===== config.mk =====
export PLATFORM = sky130hd
export DESIGN_NAME = tabla_perf_monitor
export DESIGN_NICKNAME = d
export VERILOG_FILES = /design/src/rtl/tabla_perf_monitor.sv
export SDC_FILE = /design/constraint.sdc
export NUM_CORES = 1
export LEC_CHECK = 0
export CELL_PAD_IN_SITES_DETAIL_PLACEMENT = 1
export CELL_PAD_IN_SITES_GLOBAL_PLACEMENT = 2
export CORE_ASPECT_RATIO = 0.8
export CORE_MARGIN = 2
export CORE_UTILIZATION = 28
export CTS_CLUSTER_DIAMETER = 100
export CTS_CLUSTER_SIZE = 12
export DETAILED_ROUTE_END_ITERATION = 8
export HOLD_SLACK_MARGIN = 0.1
export PLACE_DENSITY_LB_ADDON = 0.05
export REMOVE_ABC_BUFFERS = 1
export SETUP_SLACK_MARGIN = 0.05
export SLEW_MARGIN = 5
export SYNTH_ARGS = -nofsm -noshare
export SYNTH_HDL_FRONTEND = slang
export SYNTH_SLANG_ARGS = --single-unit

===== constraint.sdc =====
create_clock -name clk -period 2.6 [get_ports clk]
set_input_delay 0.39 -clock clk [delete_from_list [all_inputs] [get_ports clk]]
set_output_delay 0.39 -clock clk [all_outputs]
set_load 0.01 [all_outputs]

===== src/rtl/tabla_perf_monitor.sv =====
// tabla_perf_monitor: cycle and beat performance monitor for one accelerator job.
// It tracks the job phases LOAD -> COMPUTE -> WRITE -> DONE from the
// compute_start / EOI / EOC / write-back-last handshake, and keeps saturating
// per-phase cycle counters plus sticky phase-done flags for the control slave.
// Optional feature macro: TABLA_PERF_BEAT_CNT_EN builds the AXI-HP read/write
// beat totals. Without it, rd_beats/wr_beats are tied to 0.
//
// Handshake semantics: the inputs are single-cycle qualifiers sampled on the
// rising edge. compute_start is honoured only in IDLE. eol is honoured only in
// LOAD, eoc only in LOAD (together with eol) or COMPUTE, and wr_last only in
// WRITE. There is no back-pressure; the monitor never stalls its sources.
// state_dbg exposes the FSM state for observation (0=IDLE, 1=LOAD,
// 2=COMPUTE, 3=WRITE, 4=DONE).
module tabla_perf_monitor #(
  parameter int PERF_CNTR_WIDTH = 10,
  parameter int NUM_AXI         = 4
) (
  input  logic                       clk,
  input  logic                       reset_in,
  input  logic                       compute_start,
  input  logic                       eol,
  input  logic                       eoc,
  input  logic                       wr_last,
  input  logic [NUM_AXI-1:0]         rd_beat,
  input  logic [NUM_AXI-1:0]         wr_beat,
  output logic [PERF_CNTR_WIDTH-1:0] rd_cycles,
  output logic [PERF_CNTR_WIDTH-1:0] pr_cycles,
  output logic [PERF_CNTR_WIDTH-1:0] wr_cycles,
  output logic [PERF_CNTR_WIDTH-1:0] total_cycles,
  output logic [PERF_CNTR_WIDTH-1:0] rd_beats,
  output logic [PERF_CNTR_WIDTH-1:0] wr_beats,
  output logic                       rd_done,
  output logic                       processing_done,
  output logic                       wr_done,
  output logic                       busy,
  output logic                       done,
  output logic                       overrun,
  output logic [2:0]                 state_dbg
);

  localparam int W = PERF_CNTR_WIDTH;
  localparam logic [W-1:0] CNT_MAX = '1;
  localparam logic [W-1:0] CNT_ONE = 1;

  typedef enum logic [2:0] {
    S_IDLE    = 3'd0,
    S_LOAD    = 3'd1,
    S_COMPUTE = 3'd2,
    S_WRITE   = 3'd3,
    S_DONE    = 3'd4
  } state_t;

  state_t state;
  logic   start_accept;

  assign start_accept = (state == S_IDLE) && compute_start;
  assign state_dbg    = state;

  // Saturating increment: holds at all-ones instead of wrapping.
  function automatic logic [W-1:0] sat_inc(input logic [W-1:0] v);
    return (v == CNT_MAX) ? v : v + CNT_ONE;
  endfunction

  // Job sequencer: phase transitions, sticky flags, busy/done and overrun.
  always_ff @(posedge clk) begin
    if (reset_in) begin
      state           <= S_IDLE;
      rd_done         <= 1'b0;
      processing_done <= 1'b0;
      wr_done         <= 1'b0;
      busy            <= 1'b0;
      done            <= 1'b0;
      overrun         <= 1'b0;
    end else begin
      case (state)
        S_IDLE: begin
          if (compute_start) begin
            state           <= S_LOAD;
            rd_done         <= 1'b0;
            processing_done <= 1'b0;
            wr_done         <= 1'b0;
            busy            <= 1'b1;
            overrun         <= 1'b0;
          end
        end
        S_LOAD: begin
          if (eol && eoc) begin
            state           <= S_WRITE;
            rd_done         <= 1'b1;
            processing_done <= 1'b1;
          end else if (eol) begin
            state   <= S_COMPUTE;
            rd_done <= 1'b1;
          end
        end
        S_COMPUTE: begin
          if (eoc) begin
            state           <= S_WRITE;
            processing_done <= 1'b1;
          end
        end
        S_WRITE: begin
          if (wr_last) begin
            state   <= S_DONE;
            wr_done <= 1'b1;
            done    <= 1'b1;
            busy    <= 1'b0;
          end
        end
        S_DONE: begin
          state <= S_IDLE;
          done  <= 1'b0;
        end
        default: begin
          state <= S_IDLE;
          busy  <= 1'b0;
          done  <= 1'b0;
        end
      endcase
      // A start outside IDLE (DONE included) never restarts the job; it is
      // only remembered so software can see it lost a request.
      if (compute_start && (state != S_IDLE)) begin
        overrun <= 1'b1;
      end
    end
  end

  // Phase cycle counters: count edges spent in each phase, cleared by a start.
  always_ff @(posedge clk) begin
    if (reset_in || start_accept) begin
      rd_cycles    <= '0;
      pr_cycles    <= '0;
      wr_cycles    <= '0;
      total_cycles <= '0;
    end else begin
      if (state == S_LOAD)    rd_cycles <= sat_inc(rd_cycles);
      if (state == S_COMPUTE) pr_cycles <= sat_inc(pr_cycles);
      if (state == S_WRITE)   wr_cycles <= sat_inc(wr_cycles);
      if ((state == S_LOAD) || (state == S_COMPUTE) || (state == S_WRITE)) begin
        total_cycles <= sat_inc(total_cycles);
      end
    end
  end

`ifdef TABLA_PERF_BEAT_CNT_EN
  // Number of set lanes, produced one bit wider than the counters so it can
  // be added to a counter value without losing the carry.
  function automatic logic [W:0] popcnt(input logic [NUM_AXI-1:0] v);
    logic [W:0] c;
    c = '0;
    for (int i = 0; i < NUM_AXI; i++) begin
      c = c + {{W{1'b0}}, v[i]};
    end
    return c;
  endfunction

  logic [W:0] rd_sum;
  logic [W:0] wr_sum;

  assign rd_sum = {1'b0, rd_beats} + popcnt(rd_beat);
  assign wr_sum = {1'b0, wr_beats} + popcnt(wr_beat);

  // Beat totals accumulate in every state; a start clears them and drops
  // any beat landing on the same edge. Overflow clamps to all-ones.
  always_ff @(posedge clk) begin
    if (reset_in || start_accept) begin
      rd_beats <= '0;
      wr_beats <= '0;
    end else begin
      rd_beats <= rd_sum[W] ? CNT_MAX : rd_sum[W-1:0];
      wr_beats <= wr_sum[W] ? CNT_MAX : wr_sum[W-1:0];
    end
  end
`else
  logic unused_beat_inputs;

  assign unused_beat_inputs = ^{rd_beat, wr_beat};
  assign rd_beats = '0;
  assign wr_beats = '0;
`endif

endmodule


## Yosys cells after proc, flatten, opt, wreduce, memory -nomap -nowiden

Index checks and enable logic that the tools add are counted.

- Flip-flop bits (word level): 49
- Input port bits: 14
- Output and inout port bits: 69
- Word-level logic and storage cells: 81

- Add/sub/neg operators: 4
- Equal/unequal tests: 13
- Muxes and demuxes: 21
- Bitwise operators: 6
- Reduce and logical (&&, ||, !) cells: 26

Operator list:

| kind | count |
|---|---|
| 10-bit by 1-bit adder with 10-bit output (second input constant) | 4 |
| 10-bit == test (second input constant) | 4 |
| 3-bit 2-to-1 mux | 5 |
| 3-bit case mux with 4 select lines | 1 |
| 2-bit AND reduction | 6 |
| 1-bit 2-to-1 mux | 10 |
| 3-bit AND reduction | 3 |
| 2-bit inequality test (second input constant) | 4 |
| 4-bit AND reduction | 2 |
| 2-bit nonzero test | 4 |
| 3-bit by 2-bit == test with 1-bit output (second input constant) | 2 |
| 1-bit NOT | 6 |
| 1-bit case mux with 2 select lines | 3 |
| 1-bit case mux with 3 select lines | 2 |
| 3-bit nonzero test | 2 |
| 3-bit OR reduction | 2 |
| 3-bit by 1-bit == test with 1-bit output (second input constant) | 1 |
| 3-bit == test (second input constant) | 1 |
| 1-bit logical AND | 3 |
| 3-bit logical NOT | 1 |
| 1-bit logical OR | 3 |
| 3-bit inequality test (second input constant) | 1 |

## Depth between registers and ports, before layout

Gate-level depths: netlist (run 1).

- Depth after elaboration: 4
- Depth in mapped cells: 6
- Gate-level depth less buffers: 5

## Worst setup path before layout (run 1)

OpenSTA, ideal clock, no wires.

- Path type: reg2reg
- Start: register state[0] (netlist: state_dbg[0])
- End: register rd_cycles[7]
- Library setup time: 70 ps
- Arrival time: 1,741 ps
- Data required time: 2,530 ps
- Path slack: 788 ps
- Stages on the path, launching flop included: 5
- Buffers on the path: 0
- Clock period less this slack: 1,812 ps
- Cell sequence: dfxtp_1 or3b_4 or3_4 or4_1 a21oi_1

- Cells in the longest elaborated chain, start to end: 3
- Elaborated cells between the ends (all ways): 5
- Classes of those cells: eq/ne (1); reduce/logical (4)

RTL lines:

| item | RTL line | text |
|---|---|---|
| start, declared | 53 | `state_t state;` |
| start signal, assigned | 67 | `state <= S_IDLE;` |
| start signal, assigned | 78 | `state <= S_LOAD;` |
| start signal, assigned | 88 | `state <= S_WRITE;` |
| 3-bit logical NOT | 56 | `assign start_accept = (state == S_IDLE) && compute_start;` |
| 1-bit logical AND | 56 |  |
| 1-bit logical OR | 130 | `if (reset_in \|\| start_accept) begin` |
| end signal, assigned | 136 | `if (state == S_LOAD) rd_cycles <= sat_inc(rd_cycles);` |
| end, declared | 26 | `output logic [PERF_CNTR_WIDTH-1:0] rd_cycles,` |

Several ways; a longest one is shown, not always the timed one.
A chain may end at the register's enable or synchronous reset.

## Worst setup path after layout (run 1)

- Start: register state[1] (netlist: state_dbg[1])
- End: register pr_cycles[7]

- Cells in the longest elaborated chain, start to end: 3
- Elaborated cells between the ends (all ways): 5
- Classes of those cells: eq/ne (1); reduce/logical (4)

RTL lines:

| item | RTL line | text |
|---|---|---|
| 3-bit logical NOT | 56 |  |
| 1-bit logical AND | 56 |  |
| 1-bit logical OR | 130 |  |
| end signal, assigned | 137 | `if (state == S_COMPUTE) pr_cycles <= sat_inc(pr_cycles);` |
| end, declared | 27 | `output logic [PERF_CNTR_WIDTH-1:0] pr_cycles,` |

Several ways; a longest one is shown, not always the timed one.

==> summary.md, run 1 <==
| Metric | Value |
|---|---|
| Outcome | finished clean |
| Die boundary height | 88.3 um |
| Clock Power Share | 0.312 |
| Residual DRC count | 0 |
| Power, Total | 1.44 mW |
| Area overhead of the layout relative to synthesis | 29.1% |
| Width of the die | 109 um |
| # diodes | 0 |
| Share of total power in combinational logic | 0.141 |
| Die area | 0.00967 mm^2 |
| Total power per unit cell area | 449 mW/mm^2 |
| Number of synthesized register bits | 49 |
| Number of ports placed on the die boundary | 83 |
| Total standard cell area after synthesis | 0.00249 mm^2 |
| Clock net sink count | 49 |
| H-tree Lvls | 2 |
| Placement-stage worst setup slack | 0.362 ns |
| Number of warnings reported in the yosys synthesis log | 0 |
| Number of buffers created by CTS | 5 |
| Worst rel slew slack | 0.471 |
| Clock latency on the worst-skew pair | 0.30 ns |
| Biggest fanout along the worst timing path | 16 |
| Final weighted congestion of routability-driven global placement | 0.706 |
| Detailed-route vias per instance | 5.05 |
| Endpoints failing setup | 0 |
| Reg2reg path depth | 4 |
| Worst reg2reg path startpoint | state_dbg[1]$_SDFFE_PP0P_ |
| Number of hold violations in the final report | 0 |
| Row count | 30 |
| Root Driver | clkbuf_8 |
| Count of buffers from port buffering | 54 |
| Total Nets Final | 372 |
| Share of layout cells above drive strength 1 | 0.0648 |
| Crit path cell chain | or3b_2 -> nor4_4 -> nand4_1 -> mux2i_1 |
| Pins over their slew limit | 0 |
| Post-cts sizing count | 0 |
| Dominant delay contributor by cell family on the critical path | simple AND/OR/NAND/NOR gates |
| Global-route congestion overflow total | 0 |
| Average detailed-routed wire length per instance | 14.5 um |
| Residual antenna-violating net count after detailed routing | 0 |
| Final wirelength | 6790 um |
| Total negative slack | 0 ns |
| Launch point of the worst hold path | rd_done$_SDFFE_PP0P_ |
| Pin count of the biggest net entering global routing | 20 |
| Data required time of the worst path | 2.79 ns |
| Count of flip-flops with a built-in enable after synthesis | 0 |
| Initial drt markers | 89 |
| Post-layout util | 0.376 |
| Maximum buffer depth of the clock tree | 2 |
| Slowest stage cell, crit path | dfxtp_1 |
| Initial cell density of the core | 0.291 |
| Number of cells on the worst hold path | 1 |
| Overall routing resource usage | 0.144 |
| Number of antenna violations at the first check in global routing | 0 |
| Worst supply voltage drop on vdd | 235 uV |
| Worst R2R End | pr_cycles[7]$_SDFFE_PP0P_ |
| Slew at the pin closest to its max-slew limit | 0.791 ns |
| Final HPWL DP | 4960 um |
| Endpoint, Worst Hold | rd_done$_SDFFE_PP0P_ |
| Type of the most critical hold path | flop to flop |
| Post-Syn Instances | 292 |
| Worst hold slack | 0.478 ns |
| Clock transition time at the flip-flop clock pins of the worst setup and hold paths | 0.09 ns |
| Setup slack of the most critical reg-to-reg path | 0.56 ns |
| Number of global-route vias before repair | 2298 |
| Final Skew | 0.00418 ns |
| Global-route wire length before repair | 11100 um |
| Type of destination of the critical path | flop |
| Post-synthesis async set-or-reset flop share | 0 |
| Clock period minus final worst setup slack | 2.04 ns |
| Number of maximum-capacitance violations | 0 |
| Total vias in the final route | 2360 |
| Std-Cell Core Area | 0.00856 mm^2 |
| Maximum single-stage delay on the critical path | 0.67 ns |
| Library cells used by synthesis | 55 |
| Share of the cycle needed by the critical path after routing | 0.785 |
| Worst path bufs/invs | 0 |
| Post-CTS setup repair buffer count | 0 |
| Least setup slack across all paths after layout | 0.559 ns |
| Data arrival time of the critical path | 2.23 ns |
| Path type of the worst setup path | flop to flop |
| Mean area per synthesized cell | 8.53 um^2 |
| Initial DRT Pass Iterations | 4 |
| Maximum clock rate | 490 MHz |
| Cts hold-fix bufs | 0 |
| Unrepaired setup endpoints after global routing | no |
| Internal power summed over all cells | 1.05 mW |
| Net Sw Frac | 0.271 |
| Portion of total power attributed to sequential cells | 0.547 |
| Post-synth top flop | dfxtp_1 |
| Share of synthesized area occupied by flip-flops and latches | 0.394 |
| Startpoint class of the critical path | flop |
| Lkg Pwr | 1.12 nW |
| Net switching power | 0.390 mW |
| TritonCTS clock tree | yes |
## metal layers
metal | vias to the layer above | GRT usage | part of all wire
li1 | 1168 | - | -
met1 | 1125 | 0.203 | 0.51
met2 | 63 | 0.223 | 0.42
met3 | 4 | 0.0361 | 0.058
met4 | 0 | 0.0311 | 0.0077
met5 | - | 0 | 0
## worst register-to-register path: cells and delay by family, from the launching register on
family           cells  cell delay [ns]
AND/OR/NAND/NOR      3             1.12
flip-flops           1             0.67
multiplexers         1             0.15
## flip-flops by register name, summed over array words and instances (netlist names)
signal	cells
busy	1
done	1
overrun	1
pr_cycles	10
processing_done	1
rd_cycles	10
rd_done	1
state_dbg	3
total_cycles	10
wr_cycles	10
wr_done	1
## Yosys cell counts, drive strengths merged (6+ instances only)
| master | number | area [um^2] |
|---|---|---|
| dfxtp | 49 | 981 |
| nor2 | 23 | 86.3 |
| buf | 22 | 160 |
| nand2 | 20 | 75.1 |
| a21oi | 17 | 85.1 |
| nand3 | 16 | 80.1 |
| o21ai | 14 | 70.1 |
| nor3 | 12 | 60.1 |
| or3 | 8 | 55.1 |
| a31oi | 7 | 43.8 |
| inv | 7 | 26.3 |
| nand4 | 7 | 43.8 |
| clkbuf | 6 | 22.5 |
| nor4 | 6 | 52.6 |
| o31ai | 6 | 45.0 |
## logic make-up (layout without fill, tap and decap cells)
kind of cell | after synthesis | after routing | synth area share
multiplexers | 3 | 3 | 0.0121
XOR/XNOR | 8 | 8 | 0.0281
other | 1 | 20 | 0.00151
flip-flops | 49 | 49 | 0.394
AND/OR/NAND/NOR | 124 | 124 | 0.280
buffers and inverters | 35 | 79 | 0.0839
AO/OA/AOI/OAI | 68 | 68 | 0.180
adder cells (fa/ha/maj) | 4 | 4 | 0.0201
## cells in the final DEF, fill, tap and decap left out, types with 3 or more instances in the layout
| cell type | count |
|---|---|
| o21ai_0 | 14 |
| nor4_1 | 5 |
| conb_1 | 20 |
| mux2i_1 | 3 |
| clkdlybuf4s50_1 | 54 |
| o31ai_1 | 6 |
| nor2_1 | 23 |
| clkbuf_1 | 3 |
| clkbuf_8 | 5 |
| a311oi_1 | 4 |
| nand4_1 | 7 |
| ha_1 | 4 |
| or4_1 | 4 |
| dfxtp_1 | 49 |
| xor2_1 | 4 |
| a211oi_1 | 3 |
| xnor2_1 | 4 |
| nor3_1 | 12 |
| o211a_1 | 3 |
| nand2_1 | 20 |
| nand3_1 | 16 |
| inv_1 | 7 |
| or3_1 | 7 |
| a21oi_1 | 17 |
| and4_1 | 4 |
| and3_1 | 4 |
| nor2b_1 | 4 |
| a31oi_1 | 7 |
| buf_4 | 10 |
## area by class of cell
class / instances / area [um^2]
Timing Repair Buffer: 64 / 616
Fill cell: 1035 / 5340
Clock buffer: 8 / 80.1
Sequential cell: 49 / 981
Inverter: 7 / 26.3
Tap cell: 112 / 140
Multi-Input combinational cell: 227 / 1370
## power groups by stage
stage | Combinational, mW | Sequential [mW] | Clock, mW
final | 0.203 | 0.789 | 0.450
after global routing | 0.227 | 0.793 | 0.504
after CTS | 0.206 | 0.790 | 0.481
after detailed placement | 0.204 | 0.807 | 0
after global placement | 0.202 | 0.806 | 0
after floorplan | 0.0962 | 0.813 | 0
## worst max path at each step
| stage | startpoint | end | cells after the start |
|---|---|---|---|
| CTS | state_dbg[1]$_SDFFE_PP0P_ | pr_cycles[5]$_SDFFE_PP0P_ | 4 |
| global placement | compute_start | wr_cycles[1]$_SDFFE_PP0P_ | 6 |
| global route | total_cycles[3]$_SDFFE_PP0P_ | total_cycles[3]$_SDFFE_PP0P_ | 4 |
| floorplan | state_dbg[0]$_SDFFE_PP0P_ | rd_cycles[7]$_SDFFE_PP0P_ | 4 |
| finish | state_dbg[1]$_SDFFE_PP0P_ | pr_cycles[7]$_SDFFE_PP0P_ | 4 |
| detailed placement | compute_start | pr_cycles[7]$_SDFFE_PP0P_ | 6 |
## per-stage QoR
| step | instances | instance area, um^2 |
|---|---|---|
| 2_1_floorplan | 283 | 2380 |
| 3_3_place_gp | 459 | 3130 |
| 3_5_place_dp | 459 | 3130 |
| 4_1_cts | 467 | 3210 |
| 5_1_grt | 467 | 3210 |
| 6_report | 467 | 3210 |
No activity file was read; power rests on OpenSTA's default activity.
==> run 2: changes to the inputs <==
--- a/config.mk
+++ b/config.mk
@@ -9,7 +9,7 @@
 export CELL_PAD_IN_SITES_GLOBAL_PLACEMENT = 2
 export CORE_ASPECT_RATIO = 0.8
 export CORE_MARGIN = 2
-export CORE_UTILIZATION = 28
+export CORE_UTILIZATION = 26
 export CTS_CLUSTER_DIAMETER = 100
 export CTS_CLUSTER_SIZE = 12
 export DETAILED_ROUTE_END_ITERATION = 8
==> constraint.sdc (replaced) <==
create_clock -name clk -period 2.1 [get_ports clk]
set_input_delay 0.315 -clock clk [delete_from_list [all_inputs] [get_ports clk]]
set_output_delay 0.315 -clock clk [all_outputs]
set_load 0.01 [all_outputs]
==> summary.md, run 2 (same netlist as run 1, synthesis figures left out) <==
| Metric | Value |
|---|---|
| Outcome | finished clean |
| Initial drt markers | 71 (-20%) |
| Worst reg2reg path startpoint | state_dbg[1]$_SDFFE_PP0P_ |
| Maximum single-stage delay on the critical path | 0.45 ns (-0.22 ns) |
| Slew at the pin closest to its max-slew limit | 0.598 ns (-0.192 ns) |
| Std-Cell Core Area | 0.00919 mm^2 (+7.4%) |
| Width of the die | 113 um (+3.6%) |
| Number of ports placed on the die boundary | 83 (unchanged) |
| Count of buffers from port buffering | 54 (unchanged) |
| Total Nets Final | 381 (+2.4%) |
| Worst supply voltage drop on vdd | 265 uV (+13%) |
| Total power per unit cell area | 611 mW/mm^2 (+36%) |
| Global-route congestion overflow total | 0 (unchanged) |
| Residual antenna-violating net count after detailed routing | 0 (unchanged) |
| Lkg Pwr | 1.19 nW (+6.7%) |
| Global-route wire length before repair | 11800 um (+6.1%) |
| Met2 Wirelength | 3010 um (+4.7%) |
| TritonCTS clock tree | yes |
| Number of antenna violations at the first check in global routing | 0 (unchanged) |
| Setup slack of the most critical reg-to-reg path | 0.22 ns (-0.34 ns) |
| Number of non-filler instances in the completed layout | 479 (+2.6%) |
| Share of layout cells above drive strength 1 | 0.0962 (+0.0314) |
| Pin count of the biggest net entering global routing | 15 (-25%) |
| Endpoints failing setup | 0 (unchanged) |
| Crit path launch | state_dbg[1]$_SDFFE_PP0P_ |
| Final HPWL DP | 5230 um (+5.4%) |
| Clock period minus final worst setup slack | 1.88 ns (-0.163 ns) |
| Die area | 0.0104 mm^2 (+7.4%) |
| Type of the most critical hold path | flop to flop |
| Pins over their slew limit | 0 (unchanged) |
| Initial DRT Pass Iterations | 4 (unchanged) |
| Placement Cell Area | 0.00321 mm^2 (+2.3%) |
| Type of destination of the critical path | flop |
| Count of cell instances traversed by the critical path | 4 (unchanged) |
| Number of global-route vias before repair | 2290 (-0.35%) |
| Average detailed-routed wire length per instance | 14.8 um (+1.6%) |
| Root Driver | clkbuf_16 |
| Worst hold slack | 0.471 ns (-0.00699 ns) |
| Overall routing resource usage | 0.142 (-0.00227) |
| Number of maximum-capacitance violations | 0 (unchanged) |
| Path type of the worst setup path | flop to flop |
| Clock net sink count | 49 (unchanged) |
| Maximum buffer depth of the clock tree | 2 (unchanged) |
| Area overhead of the layout relative to synthesis | 34.4% |
| Post-CTS setup repair buffer count | 0 (unchanged) |
| Number of buffers created by CTS | 5 (unchanged) |
| Wire length on met3 | 250 um (-37%) |
| Total vias in the final route | 2395 (+1.5%) |
| Clock transition time at the flip-flop clock pins of the worst setup and hold paths | 0.07 ns (-0.02 ns) |
| Number of hold violations in the final report | 0 (unchanged) |
| Uppermost metal layer occupied by signal nets | met4 |
| Worst R2R End | rd_cycles[7]$_SDFFE_PP0P_ |
| Cell area after layout | 0.00335 mm^2 (+4.1%) |
| Maximum clock rate | 533 MHz (+8.7%) |
| Initial cell density of the core | 0.271 (-0.0201) |
| H-tree Lvls | 2 (unchanged) |
| Data required time of the worst path | 2.33 ns (-0.46 ns) |
| Detailed-route vias per instance | 5.00 (-1.1%) |
| Clock latency on the worst-skew pair | 0.30 ns (about the same) |
| Share of the cycle needed by the critical path after routing | 0.894 (+0.109) |
| # diodes | 0 (unchanged) |
| Final wirelength | 7080 um (+4.2%) |
| Critical path destination | rd_cycles[7]$_SDFFE_PP0P_ |
| Row count | 31 (+3.3%) |
| Unrepaired setup endpoints after global routing | no |
| Final Skew | 0.00918 ns (+0.00500 ns) |
| Most frequent standard cell in the layout excluding fill and tap cells | clkdlybuf4s50_1 |
| Cell total after placement | 471 (+2.6%) |
| Die boundary height | 91.5 um (+3.6%) |
| Residual DRC count | 0 (unchanged) |
| Biggest fanout along the worst timing path | 9 (-7) |
| Worst rel slew slack | 0.601 (+0.130) |
| Final weighted congestion of routability-driven global placement | 0.724 (+2.4%) |
| Slowest stage cell, crit path | or3b_4 |
| Worst path bufs/invs | 0 (unchanged) |
| Crit path cell chain | or3b_4 -> or3_4 -> or4_1 -> a21oi_1 |
| Reg2reg path depth | 4 (unchanged) |
| Data arrival time of the critical path | 2.11 ns (-0.12 ns) |
| Startpoint class of the critical path | flop |
| Top library cells by usage in the layout, fill and taps aside | clkdlybuf4s50_1 (54), dfxtp_1 (49), nor2_1 (22), nand2_1 (20), conb_1 (20) |
| Dominant delay contributor by cell family on the critical path | simple AND/OR/NAND/NOR gates |
| Met1 layer wirelength in the final routing | 3730 um (+7.6%) |
-- run 2: changes by cell type in the layout (fill, tap and decap cells not counted), sizes merged --
cell,previous run,this run
clkinv,0,2
clkbuf,8,6
buf,10,19
-- run 2: per-stage QoR --
stage / total power, mW / util / worst slack, ns / TNS, ns
finish: 2.05 / 0.364 / 0.222 / 0
global route: 2.16 / 0.364 / 0.128 / 0
global placement: 1.26 / 0.349 / -0.0540 / -0.103
detailed placement: 1.26 / 0.349 / -0.129 / -0.228
floorplan: 1.13 / - / 0.137 / 0
CTS: 2.09 / 0.364 / 0.162 / 0
-- run 2: power by group --
| group | switching, mW | internal (mW) |
|---|---|---|
| Combinational | 0.143 | 0.123 |
| Clock | 0.367 | 0.439 |
| Sequential | 0.0229 | 0.951 |
| Total | 0.533 | 1.51 |
-- run 2: worst min path at each step --
| stage | from | end | cells past startpoint |
|---|---|---|---|
| after global routing | processing_done$_SDFFE_PP0P_ | processing_done$_SDFFE_PP0P_ | 2 |
| after global placement | overrun$_SDFFE_PP0P_ | overrun$_SDFFE_PP0P_ | 2 |
| final | processing_done$_SDFFE_PP0P_ | processing_done$_SDFFE_PP0P_ | 2 |
| after CTS | processing_done$_SDFFE_PP0P_ | processing_done$_SDFFE_PP0P_ | 2 |
| after detailed placement | processing_done$_SDFFE_PP0P_ | processing_done$_SDFFE_PP0P_ | 2 |
| after floorplan | reset_in | busy$_SDFFE_PP0P_ | 1 |
-- run 2: worst reg2reg max path, delay by kind of cell (launching register included) --
kind	cells	cell delay, ns
AND/OR/NAND/NOR	3	1.28
flip-flops	1	0.40
AO/OA/AOI/OAI	1	0.14
-- run 2: final cells by class --
type                    instances  area, um^2
fillers                      1109        5850
multi-input cells             227        1370
flip-flops and latches         49         981
repair buffers                 73         683
well taps                     115         144
clock buffers                   6         129
inverters                       7        26.3
clock inverters                 2        10.0
-- run 2: what timing repair did --
item	in CTS	in global routing
hold buffers	0	0
resized for setup	0	1
setup endpoints to repair	0	2
endpoints found under the hold margin	0	0
-- run 2: routing by layer --
layer,GRT usage,vias to the layer above
li1,-,1190
met1,0.203,1148
met2,0.211,49
met3,0.0334,8
met4,0.0396,0
met5,0,-
==> run 3: changes to the inputs <==
--- a/config.mk
+++ b/config.mk
@@ -8,7 +8,6 @@
 export CELL_PAD_IN_SITES_DETAIL_PLACEMENT = 1
 export CELL_PAD_IN_SITES_GLOBAL_PLACEMENT = 2
 export CORE_ASPECT_RATIO = 0.8
-export CORE_MARGIN = 2
 export CORE_UTILIZATION = 26
 export CTS_CLUSTER_DIAMETER = 100
 export CTS_CLUSTER_SIZE = 12
==> summary.md, run 3 (same netlist as run 1, synthesis figures left out) <==
| Metric | Value |
|---|---|
| Outcome | finished, violations left |
| Violated checks | design-rule violations |
| Data required time of the worst path | 2.31 ns (-0.02 ns) |
| Worst hold slack | 0.470 ns (-0.000482 ns) |
| Internal power summed over all cells | 1.54 mW (+2.0%) |
| Initial drt markers | 62 (-13%) |
| Residual antenna-violating net count after detailed routing | 0 (unchanged) |
| Total power per unit cell area | 614 mW/mm^2 (+0.45%) |
| Launch point of the worst hold path | rd_done$_SDFFE_PP0P_ |
| Worst reg2reg path startpoint | state_dbg[2]$_SDFFE_PP0P_ |
| Share of the cycle needed by the critical path after routing | 0.911 (+0.0164) |
| Net switching power | 0.503 mW (-5.6%) |
| Share of layout cells above drive strength 1 | 0.0836 (-0.0126) |
| Final wirelength | 6800 um (-4.0%) |
| Endpoints failing setup | 0 (unchanged) |
| Average detailed-routed wire length per instance | 14.3 um (-3.0%) |
| Row count | 31 (unchanged) |
| Global-route congestion overflow total | 0 (unchanged) |
| Area overhead of the layout relative to synthesis | 33.9% |
| Final HPWL DP | 5090 um (-2.7%) |
| Met2 usage | 0.230 (+0.0190) |
| Slew at the pin closest to its max-slew limit | 0.605 ns (+0.00688 ns) |
| Path type of the worst setup path | flop to flop |
| Clock Power Share | 0.395 (about the same) |
| Number of maximum-capacitance violations | 0 (unchanged) |
| Maximum single-stage delay on the critical path | 0.47 ns (+0.02 ns) |
| GR met1 Demand/Resource | 0.198 (-0.00552) |
| Global-route wire length before repair | 11500 um (-2.7%) |
| Width of the die | 111 um (-1.8%) |
| Global routing's busiest layer | met2 |
| Most frequent standard cell in the layout excluding fill and tap cells | clkdlybuf4s50_1 |
| Number of hold violations in the final report | 0 (unchanged) |
| Data arrival time of the critical path | 2.12 ns (about the same) |
| Power, Total | 2.05 mW (about the same) |
| Slowest stage cell, crit path | or3_1 |
| Number of antenna violations at the first check in global routing | 0 (unchanged) |
| Type of the most critical hold path | flop to flop |
| Layout filler cell count | 1120 (+0.99%) |
| Met3 usage in global routing | 0.0319 (-0.00151) |
| # diodes | 0 (unchanged) |
| Crit path launch | state_dbg[2]$_SDFFE_PP0P_ |
| Total negative slack | 0 ns (unchanged) |
| Worst supply voltage drop on vdd | 250 uV (-5.7%) |
| Portion of total power attributed to sequential cells | 0.476 (about the same) |
| Share of total power in combinational logic | 0.129 (about the same) |
| Worst rel slew slack | 0.596 (-0.00459) |
| Pins over their slew limit | 0 (unchanged) |
| Number of global-route vias before repair | 2265 (-1.1%) |
| Overall routing resource usage | 0.144 (+0.00223) |
| Startpoint class of the critical path | flop |
| Clock transition time at the flip-flop clock pins of the worst setup and hold paths | 0.06 ns (about the same) |
| Top library cells by usage in the layout, fill and taps aside | clkdlybuf4s50_1 (54), dfxtp_1 (49), nor2_1 (22), nand2_1 (20), conb_1 (20) |
| Clock net sink count | 49 (unchanged) |
| Maximum buffer depth of the clock tree | 2 (unchanged) |
| Pin count of the biggest net entering global routing | 19 (+4) |
| Total Nets Final | 377 (-1.0%) |
| H-tree Lvls | 2 (unchanged) |
| Net Sw Frac | 0.246 (-0.0146) |
| Unrepaired setup endpoints after global routing | no |
| Maximum clock rate | 523 MHz (-1.8%) |
| Root Driver | clkbuf_16 |
| Post-CTS setup repair buffer count | 0 (unchanged) |
| Number of ports placed on the die boundary | 83 (unchanged) |
| Die area | 0.00997 mm^2 (-3.9%) |
| Residual DRC count | 10 (+10) |
| Std-Cell Core Area | 0.00919 mm^2 (unchanged) |
| Initial cell density of the core | 0.271 (unchanged) |
| Initial DRT Pass Iterations | 6 (+2) |
| Type of destination of the critical path | flop |
| Biggest fanout along the worst timing path | 9 (unchanged) |
| Number of buffers created by CTS | 5 (unchanged) |
| Final weighted congestion of routability-driven global placement | 0.711 (-1.8%) |
| TritonCTS clock tree | yes |
| Crit path cell chain | buf_4 -> nand3b_1 -> or3_1 -> or4_1 -> a21oi_1 |
| Clock latency on the worst-skew pair | 0.29 ns (about the same) |
| Final Skew | 0.00291 ns (-0.00627 ns) |
| Total vias in the final route | 2362 (-1.4%) |
| Detailed-route vias per instance | 4.98 (-0.34%) |
| Clock period minus final worst setup slack | 1.91 ns (+0.0345 ns) |
| Count of buffers from port buffering | 54 (unchanged) |
| Die boundary height | 89.5 um (-2.2%) |
| Lkg Pwr | 1.18 nW (-1.2%) |
-- run 3: what timing repair did --
item	in CTS	in global routing
resized for setup	0	1
hold buffers	0	0
setup endpoints to repair	0	2
-- run 3: area by class of cell --
| type | count | area, um^2 | area share |
|---|---|---|---|
| multi-input combinational | 227 | 1370 | 0.412 |
| timing repair buffer | 69 | 666 | 0.200 |
| tap | 115 | 144 | 0.0432 |
| sequential | 49 | 981 | 0.294 |
| inverter | 7 | 26.3 | 0.00788 |
| clock buffer | 7 | 143 | 0.0428 |
-- run 3: final timing paths --
path                               endpoint  cells after the start  slack [ns]
setup / recovery  wr_cycles[7]$_SDFFE_PP0P_                      5        0.19
setup reg to reg  wr_cycles[7]$_SDFFE_PP0P_                      5        0.19
hold / removal         rd_done$_SDFFE_PP0P_                      1        0.47
hold reg to reg        rd_done$_SDFFE_PP0P_                      1        0.47
-- run 3: through the flow --
| stage | instances | worst slack [ns] | util | cell area (um^2) |
|---|---|---|---|---|
| floorplan | 283 | 0.137 | - | 2380 |
| finish | 474 | 0.188 | 0.363 | 3330 |
| global route | 474 | 0.0740 | 0.363 | 3330 |
| detailed placement | 467 | -0.134 | 0.347 | 3190 |
| CTS | 474 | 0.165 | 0.362 | 3330 |
| global placement | 467 | -0.0867 | 0.347 | 3190 |
-- run 3: worst max-delay path, delay by kind of cell, from the launching register on --
kind                   cells  cell delay (ns)
AOI/OAI and AO/OA          1             0.19
buffers and inverters      1             0.20
and+or+nand+nor            3             1.07
DFF                        1             0.38
-- run 3: routing by layer --
| layer | wire length (um) | vias up |
|---|---|---|
| met5 | 0 | - |
| met3 | 235 | 7 |
| met2 | 2930 | 48 |
| li1 | - | 1182 |
| met1 | 3580 | 1125 |
| met4 | 59 | 0 |
-- run 3: power by group through the flow --
stage          logic, mW  clock network, mW  registers, mW
2_1_floorplan      0.119                  0           1.01
3_3_place_gp       0.267                  0          0.995
3_5_place_dp       0.267                  0          0.996
4_1_cts            0.268              0.852          0.974
5_1_grt            0.293              0.887          0.978
6_report           0.264              0.808          0.974
